`src/rtl/viterbi_pipe.sv`:
```
// Rate-1/2 K=3 convolutional encoder looped through an internal channel into a 4-state
// hard-decision register-exchange Viterbi decoder. Optional channel error injection: PIPE_ERR_INJECT_EN.
module viterbi_pipe #(
  parameter int TB_DEPTH   = 15,
  parameter int PM_W       = 5,
  parameter int PM_INIT    = 4,
  parameter int ERR_PERIOD = 8
) (
  input  logic clk,
  input  logic reset,
  input  logic in,
  output logic out
);

  localparam int NS = 4;
  localparam logic [PM_W:0] PM_MAX = {1'b0, {PM_W{1'b1}}};

  typedef logic [PM_W-1:0]     pm_t;
  typedef logic [PM_W:0]       cand_t;
  typedef logic [TB_DEPTH-1:0] surv_t;

  logic [1:0] enc_q, enc_d;
  logic [1:0] enc_sym;
  logic [1:0] sym_q, sym_d;
  pm_t        pm_q   [NS];
  pm_t        pm_d   [NS];
  surv_t      surv_q [NS];
  surv_t      surv_d [NS];
  logic       out_q, out_d;

  cand_t      cand_a [NS];
  cand_t      cand_b [NS];
  cand_t      cand   [NS];
  cand_t      norm   [NS];
  logic       pick_b [NS];
  cand_t      cand_min;
  logic [1:0] best;

  // Hamming distance between the received pair and the pair emitted when input u leaves state p.
  function automatic logic [1:0] branch_metric(input logic [1:0] rx, input logic u,
                                               input logic [1:0] p);
    logic [1:0] exp_sym;
    logic [1:0] diff;
    exp_sym = {u ^ p[1] ^ p[0], u ^ p[0]};
    diff    = rx ^ exp_sym;
    return {1'b0, diff[1]} + {1'b0, diff[0]};
  endfunction

  // ---------------- encoder ----------------
  always_comb begin
    enc_d   = {in, enc_q[1]};
    enc_sym = {in ^ enc_q[1] ^ enc_q[0], in ^ enc_q[0]};
  end

  // ---------------- channel ----------------
`ifdef PIPE_ERR_INJECT_EN
  localparam int CNT_W = (ERR_PERIOD > 2) ? $clog2(ERR_PERIOD) : 1;

  logic [CNT_W-1:0] err_cnt_q, err_cnt_d;
  logic             inject;

  always_comb begin
    inject    = (err_cnt_q == CNT_W'(ERR_PERIOD - 1));
    err_cnt_d = inject ? '0 : err_cnt_q + CNT_W'(1);
    sym_d     = {enc_sym[1] ^ inject, enc_sym[0]};
  end

  always_ff @(posedge clk or posedge reset) begin
    if (reset) err_cnt_q <= '0;
    else       err_cnt_q <= err_cnt_d;
  end
`else
  always_comb sym_d = enc_sym;
`endif

  // ---------------- add-compare-select ----------------
  // Predecessors of T are {T[0],0} and {T[0],1}; the bit that produced T is T[1].
  always_comb begin
    logic [1:0] pa;
    logic [1:0] pb;
    logic       u;
    // NOTE: every comb output gets a default before any conditional path so no latch can be inferred.
    pa       = '0;
    pb       = '0;
    u        = 1'b0;
    cand_min = '1;
    for (int t = 0; t < NS; t++) begin
      pa        = {t[0], 1'b0};
      pb        = {t[0], 1'b1};
      u         = t[1];
      cand_a[t] = {1'b0, pm_q[pa]} + cand_t'(branch_metric(sym_q, u, pa));
      cand_b[t] = {1'b0, pm_q[pb]} + cand_t'(branch_metric(sym_q, u, pb));
      pick_b[t] = (cand_b[t] < cand_a[t]);
      cand[t]   = pick_b[t] ? cand_b[t] : cand_a[t];
      surv_d[t] = pick_b[t] ? {surv_q[pb][TB_DEPTH-2:0], u}
                            : {surv_q[pa][TB_DEPTH-2:0], u};
      if (cand[t] < cand_min) cand_min = cand[t];
    end
    for (int t = 0; t < NS; t++) begin
      norm[t] = cand[t] - cand_min;
      pm_d[t] = (norm[t] > PM_MAX) ? PM_MAX[PM_W-1:0] : norm[t][PM_W-1:0];
    end
  end

  // ---------------- decision ----------------
  // Best state is judged on the registered metrics, so the output lags the ACS by one edge.
  always_comb begin
    best = 2'd0;
    for (int s = 1; s < NS; s++) begin
      if (pm_q[s] < pm_q[best]) best = 2'(s);
    end
    out_d = surv_q[best][TB_DEPTH-1];
  end

  // ---------------- state registers ----------------
  // NOTE: sequential state uses non-blocking assignments so every register samples pre-edge values.
  always_ff @(posedge clk or posedge reset) begin
    if (reset) begin
      enc_q <= '0;
      sym_q <= '0;
      out_q <= 1'b0;
      // NOTE: survivors are flops, not RAM, and must start at zero so early outputs are defined.
      for (int s = 0; s < NS; s++) begin
        pm_q[s]   <= (s == 0) ? '0 : pm_t'(PM_INIT);
        surv_q[s] <= '0;
      end
    end else begin
      enc_q <= enc_d;
      sym_q <= sym_d;
      out_q <= out_d;
      for (int s = 0; s < NS; s++) begin
        pm_q[s]   <= pm_d[s];
        surv_q[s] <= surv_d[s];
      end
    end
  end

  assign out = out_q;

endmodule

```
`config.mk`:
```
export PLATFORM = sky130hd
export DESIGN_NAME = viterbi_pipe
export DESIGN_NICKNAME = d
export VERILOG_FILES = /design/src/rtl/viterbi_pipe.sv
export SDC_FILE = /design/constraint.sdc
export NUM_CORES = 1
export LEC_CHECK = 0
export ABC_AREA = 1
export ABC_CLOCK_PERIOD_IN_PS = 14110
export CAP_MARGIN = 5
export CELL_PAD_IN_SITES_DETAIL_PLACEMENT = 1
export CELL_PAD_IN_SITES_GLOBAL_PLACEMENT = 1
export CORE_MARGIN = 3
export CORE_UTILIZATION = 53
export CTS_BUF_LIST = sky130_fd_sc_hd__clkbuf_8
export DETAILED_ROUTE_END_ITERATION = 16
export PLACE_DENSITY_LB_ADDON = 0.1
export SKIP_LAST_GASP = 1
export SYNTH_ARGS = -nofsm -noshare
export SYNTH_HDL_FRONTEND = slang
export SYNTH_SLANG_ARGS = --single-unit
```
`constraint.sdc`:
```
create_clock -name clk -period 14.11 [get_ports clk]
set_input_delay 4.233 -clock clk [delete_from_list [all_inputs] [get_ports clk]]
set_output_delay 4.233 -clock clk [all_outputs]
set_load 0.05 [all_outputs]
```
==> key figures, run 1 <==
Detailed routing
  – Vias per std cell: 5.59
  – Via count: 5808
  – ANT nets after route: 0
  – Drt wl/cell: 18.0 µm
  – DRT Pass-1 Iters: 5
  – DR iter-0 viols: 343
  – Post-Route WL: 18700 µm
  – DRC viols: 0

Die
  – Die X: 116 µm
  – Core area: 0.0117 mm²
  – Initial Util: 0.553
  – Die area: 0.0135 mm²
  – Floorplan row count: 39
  – IO Count: 4
  – Die height: 116 µm

STA
  – Max-slew violation count: 0
  – Setup violations, final: 0
  – Final worst slack: 3.81 ns
  – Setup TNS: 0 ns
  – Worst slew pin tran: 1.08 ns
  – Final min period: 10.30 ns
  – Worst rel slew slack: 0.275
  – Max Freq: 0.0971 GHz
  – Post-route clock period utilization: 0.730
  – Unrepaired setup endpoints after global routing: false
  – Final Skew: 0.0140 ns
  – Final hold vios: 0

Finish
  – Final Util: 0.583
  – Share of post-route cells with drive strength above 1: 0.0580
  – ANT cells: 0
  – Final Non-Filler Cells: 1039
  – Most common cell after layout, fill and taps aside: nand2_1
  – Most frequent cells in the layout: 263 x nand2_1, 139 x inv_1, 90 x o21ai_0
  – P&R area growth vs syn: 5.44%
  – NumNets Final: 969

Synthesis
  – Top-area cell type share of the netlist area: 0.299
  – Register area share after synthesis: 0.311
  – Largest cells by area after synthesis: dfrtp_1 30%, nand2_1 15%, ha_1 14%
  – Asr flop ratio synth: 1.00
  – Cells after Synth: 896
  – EDFF count, synth: 0
  – Average cell area after synthesis: 7.19 µm²
  – Yosys cell types: 40
  – Yosys reg bits: 80
  – Yosys top cell by area: dfrtp_1
  – Synth Cell Area: 0.00644 mm²
  – Synth Net Count: 974
  – Synth Warn #: 0
  – Post-synth top flop: dfrtp_1

GRT
  – Antenna violations before repair: 0
  – Overflow after GRT: 0
  – GR Util All Layers: 0.293
  – Wire length of the first global-routing pass: 30400 µm
  – Vias in the first global route: 6092
  – Largest net degree at the start of global routing: 71

Setup path
  – CP Capture Type: register
  – Crit Path Class: register to register
  – WP data required: 14.39 ns
  – Most common cell on crit path: inv_1
  – Max stage delay cell, worst path: o21ai_0
  – CP peak stage delay: 0.90 ns
  – Crit path DAT: 10.58 ns
  – Crit path buf inv count: 10
  – Startpoint class of the critical path: register
  – Worst-path fanout max: 29
  – Worst path top cell family by delay: compound AO/OA/AOI/OAI gates

CTS
  – Hold Buf Count CTS: 0
  – Worst-Skew Late Latency: 0.38 ns
  – Clock sink total: 80
  – CTS Buf Count: 9
  – CTS Root Cell: clkbuf_8
  – Reg clk slew, reported paths: 0.10 ns
  – Setup Fix Bufs, Post-CTS: 0
  – Htree depth: 3
  – CTS tree: built
  – Max Root-Sink Buffers: 2
  – Post_cts resized: 0

Place
  – Placed insts: 1023
  – Detailed placement HPWL: 14800 µm
  – Pre-CTS WS: 4.10 ns
  – Routability cong.: 0.946
  – Buffers added on ports: 3

Outcome
  – Status: finished clean

Hold path
  – Min-Delay Path Class: register to register

Run
  – MaxCap Viol Count: 0
[metal layers]
| metal | track usage | part of all wire |
|---|---|---|
| met3 | 0.0446 | 0.034 |
| met1 | 0.381 | 0.46 |
| met2 | 0.498 | 0.48 |
| met5 | 0 | 0 |
| met4 | 0.0974 | 0.021 |
[cell usage after synthesis, types with 2 or more instances]
| master | number |
|---|---|
| inv_1 | 140 |
| buf_6 | 2 |
| nor2_4 | 2 |
| buf_2 | 2 |
| inv_2 | 3 |
| clkbuf_1 | 16 |
| or3_1 | 2 |
| o21ai_1 | 3 |
| dfstp_2 | 3 |
| a21oi_1 | 21 |
| nor3_1 | 2 |
| fa_1 | 4 |
| nand2_2 | 13 |
| nand3_1 | 72 |
| nand2_4 | 2 |
| a211oi_1 | 4 |
| dfrtp_1 | 77 |
| ha_1 | 71 |
| o21a_1 | 7 |
| nand4_1 | 9 |
| nand3b_1 | 5 |
| nor2_1 | 27 |
| nand3_2 | 3 |
| xnor2_1 | 7 |
| nand2_1 | 263 |
| o21ai_0 | 90 |
| xor2_1 | 32 |
| or2_2 | 2 |
[cells by family after synthesis]
group / share of synthesized area
AOI/OAI and AO/OA: 0.110
xor gates and xnor gates: 0.0530
adders and majority gates: 0.150
buffers and inverters: 0.101
DFF: 0.311
other: 0.000582
and+or+nand+nor: 0.274
[path summary, 6_finish.rpt]
path                                start    endpoint  slack, ns  depth (start not counted)
min in group asynchronous           reset     pm_q[9]       4.06                          2
worst min register to register  surv_q[0]  surv_q[31]       0.40                          0
worst max register to register   sym_q[0]    pm_q[19]       3.81                         44
worst max-delay path             sym_q[0]    pm_q[19]       3.81                         44
max in group asynchronous           reset  surv_q[50]       8.93                          3
worst min-delay path            surv_q[0]  surv_q[31]       0.40                          0
[final cells by class]
class | count | area, µm²
clock buffer | 9 | 124
clock inverter | 7 | 109
fill | 1506 | 4870
inverter | 144 | 542
multi-input combinational | 651 | 3790
sequential | 80 | 2010
tap | 143 | 179
timing repair buffer | 5 | 45.0
[registers in the layout (all words and copies together), names as in the netlist]
name and flops:
pm_q 20, surv_q 55, sym_q 2, out 1
enc_q 2
[through the flow]
| step | hold slack (ns) | area, µm² |
|---|---|---|
| final | 0.404 | 6790 |
| after global routing | 0.421 | 6790 |
| after CTS | 0.412 | 6790 |
| after detailed placement | 0.392 | 6560 |
| after global placement | 0.362 | 6560 |
| after floorplan | 0.372 | 6440 |
[worst reg2reg max path, delay by kind of cell, from the launching register on]
kind | cells | cell delay [ns]
DFF | 1 | 0.43
adders and majority gates | 9 | 2.73
xor gates and xnor gates | 1 | 0.25
buffers and inverters | 10 | 1.03
AOI/OAI and AO/OA | 10 | 3.59
and+or+nand+nor | 14 | 2.18
Power of run 1 is not shown: default switching activity piles up to over one toggle a cycle in this logic, so the estimate is an artifact.
==> run 2: changes to the inputs <==
--- a/config.mk
+++ b/config.mk
@@ -6,12 +6,12 @@
 export NUM_CORES = 1
 export LEC_CHECK = 0
 export ABC_AREA = 1
-export ABC_CLOCK_PERIOD_IN_PS = 14110
+export ABC_CLOCK_PERIOD_IN_PS = 10700
 export CAP_MARGIN = 5
 export CELL_PAD_IN_SITES_DETAIL_PLACEMENT = 1
 export CELL_PAD_IN_SITES_GLOBAL_PLACEMENT = 1
 export CORE_MARGIN = 3
-export CORE_UTILIZATION = 53
+export CORE_UTILIZATION = 49
 export CTS_BUF_LIST = sky130_fd_sc_hd__clkbuf_8
 export DETAILED_ROUTE_END_ITERATION = 16
 export PLACE_DENSITY_LB_ADDON = 0.1
==> constraint.sdc (replaced) <==
create_clock -name clk -period 10.7 [get_ports clk]
set_input_delay 3.21 -clock clk [delete_from_list [all_inputs] [get_ports clk]]
set_output_delay 3.21 -clock clk [all_outputs]
set_load 0.05 [all_outputs]
==> run 2 against run 1 <==
Cell count grew 2.8%. Fmax grew 5.3%. Sequential share of layout area is essentially flat. Utilization shrank 4.9 points. Worst hold slack lost 0.019 ns. Critical endpoint is now pm_q[14]. Largest cell class unchanged. Highest routed layer unchanged.
==> key figures, run 2 (synthesis gave the netlist of run 1 again) <==
Setup path
  – Crit Path Class: register to register
  – CP Capture Type: register
  – WP data required: 10.95 ns
  – Crit path DAT: 10.03 ns
  – Worst path top cell family by delay: compound AO/OA/AOI/OAI gates
  – Startpoint class of the critical path: register
  – CP peak stage delay: 0.71 ns
  – Max stage delay cell, worst path: o21ai_0
  – Most common cell on crit path: inv_1
  – Crit path buf inv count: 10
  – Worst-path fanout max: 29

Detailed routing
  – Drt wl/cell: 16.8 µm
  – Vias per std cell: 5.40
  – DR iter-0 viols: 301
  – ANT nets after route: 0
  – DRC viols: 0
  – Via count: 5771
  – Post-Route WL: 18000 µm
  – DRT Pass-1 Iters: 4

Run
  – MaxCap Viol Count: 0

Place
  – Routability cong.: 0.993
  – Placed cell area: 0.00660 mm²
  – Buffers added on ports: 3
  – Detailed placement HPWL: 14500 µm

Die
  – Floorplan row count: 41
  – Die height: 121 µm
  – Core area: 0.0127 mm²
  – Initial Util: 0.506
  – Die X: 121 µm
  – Die area: 0.0146 mm²
  – IO Count: 4

Finish
  – Largest reg by FF count: surv_q
  – Max reg flops: 55
  – ANT cells: 0
  – Most common cell after layout, fill and taps aside: nand2_1
  – NumNets Final: 969
  – P&R area growth vs syn: 5.40%
  – Share of post-route cells with drive strength above 1: 0.0592
  – Most frequent cells in the layout: 263 x nand2_1, 139 x inv_1, 90 x o21ai_0
  – Largest regs: surv_q: 55 flops, pm_q: 20 flops
  – Fin area: 0.00679 mm²

GRT
  – Largest net degree at the start of global routing: 81
  – Overflow after GRT: 0
  – Vias in the first global route: 6146
  – GR Util All Layers: 0.261
  – Antenna violations before repair: 0
  – Wire length of the first global-routing pass: 30200 µm

CTS
  – Max Root-Sink Buffers: 2
  – Worst-Skew Late Latency: 0.37 ns
  – Reg clk slew, reported paths: 0.09 ns
  – CTS Root Cell: clkbuf_8
  – CTS tree: built
  – Hold Buf Count CTS: 0
  – CTS Buf Count: 9
  – Clock sink total: 80
  – Htree depth: 3

STA
  – Max-slew violation count: 0
  – Max Freq: 0.102 GHz
  – Worst slew pin tran: 0.995 ns
  – Setup TNS: 0 ns
  – Post-route clock period utilization: 0.914
  – Unrepaired setup endpoints after global routing: false
  – Worst rel slew slack: 0.337
  – Final Skew: 0.0105 ns
  – Final min period: 9.78 ns
  – Setup violations, final: 0
  – Final hold vios: 0

Outcome
  – Status: finished clean

Hold path
  – Min-Delay Path Class: register to register
## run 2: cell types whose count changed in the layout (fill, tap and decap cells not counted), sizes merged
cell / change
clkinvlp: +1
clkinv: +1
bufinv: -2
clkbuf: +1
inv: -1
## run 2: layout make-up
class / instances / area, µm²
clock buffer: 10 / 138
clock inverter: 6 / 51.3
fill: 1720 / 5930
inverter: 144 / 542
multi-input combinational: 651 / 3790
sequential: 80 / 2010
tap: 172 / 215
timing repair buffer: 5 / 45.0
## run 2: path summary, 6_finish.rpt
kind / start / to / slack (ns) / depth (start not counted)
max: sym_q[0] / pm_q[14] / 0.92 / 44
min: surv_q[0] / surv_q[31] / 0.39 / 0
max reg2reg: sym_q[0] / pm_q[14] / 0.92 / 44
min reg2reg: surv_q[0] / surv_q[31] / 0.39 / 0
max in group asynchronous: reset / surv_q[33] / 6.59 / 3
min in group asynchronous: reset / surv_q[57] / 3.48 / 3
## run 2: metal layers
metal,GRT usage,part of all wire,up-vias
li1,-,-,2839
met1,0.346,0.46,2818
met2,0.442,0.49,87
met3,0.0458,0.033,27
met4,0.0708,0.016,0
met5,0,0,-
## run 2: timing repair
action                     4_1_cts  5_1_grt
gates resized for setup          0        1
buffers inserted                 0        0
setup endpoints to repair        0       18
## run 2: worst reg2reg max path, delay by kind of cell, from the launching register on
| family | cells | cell delay [ns] |
|---|---|---|
| DFF | 1 | 0.41 |
| adders and majority gates | 9 | 2.72 |
| AOI/OAI and AO/OA | 10 | 3.28 |
| buffers and inverters | 10 | 1.00 |
| and+or+nand+nor | 14 | 2.04 |
| xor gates and xnor gates | 1 | 0.21 |
## run 2: stage by stage
stage	hold slack [ns]	util	cells	setup WS (ns)
6_report	0.385	0.534	1068	0.916
5_1_grt	0.387	0.534	1068	0.0550
4_1_cts	0.389	0.533	1068	0.686
3_5_place_dp	0.373	0.519	1052	0.750
3_3_place_gp	0.363	0.519	1052	1.29
2_1_floorplan	0.372	-	896	2.86
Power of run 2 is left out for the same reason.
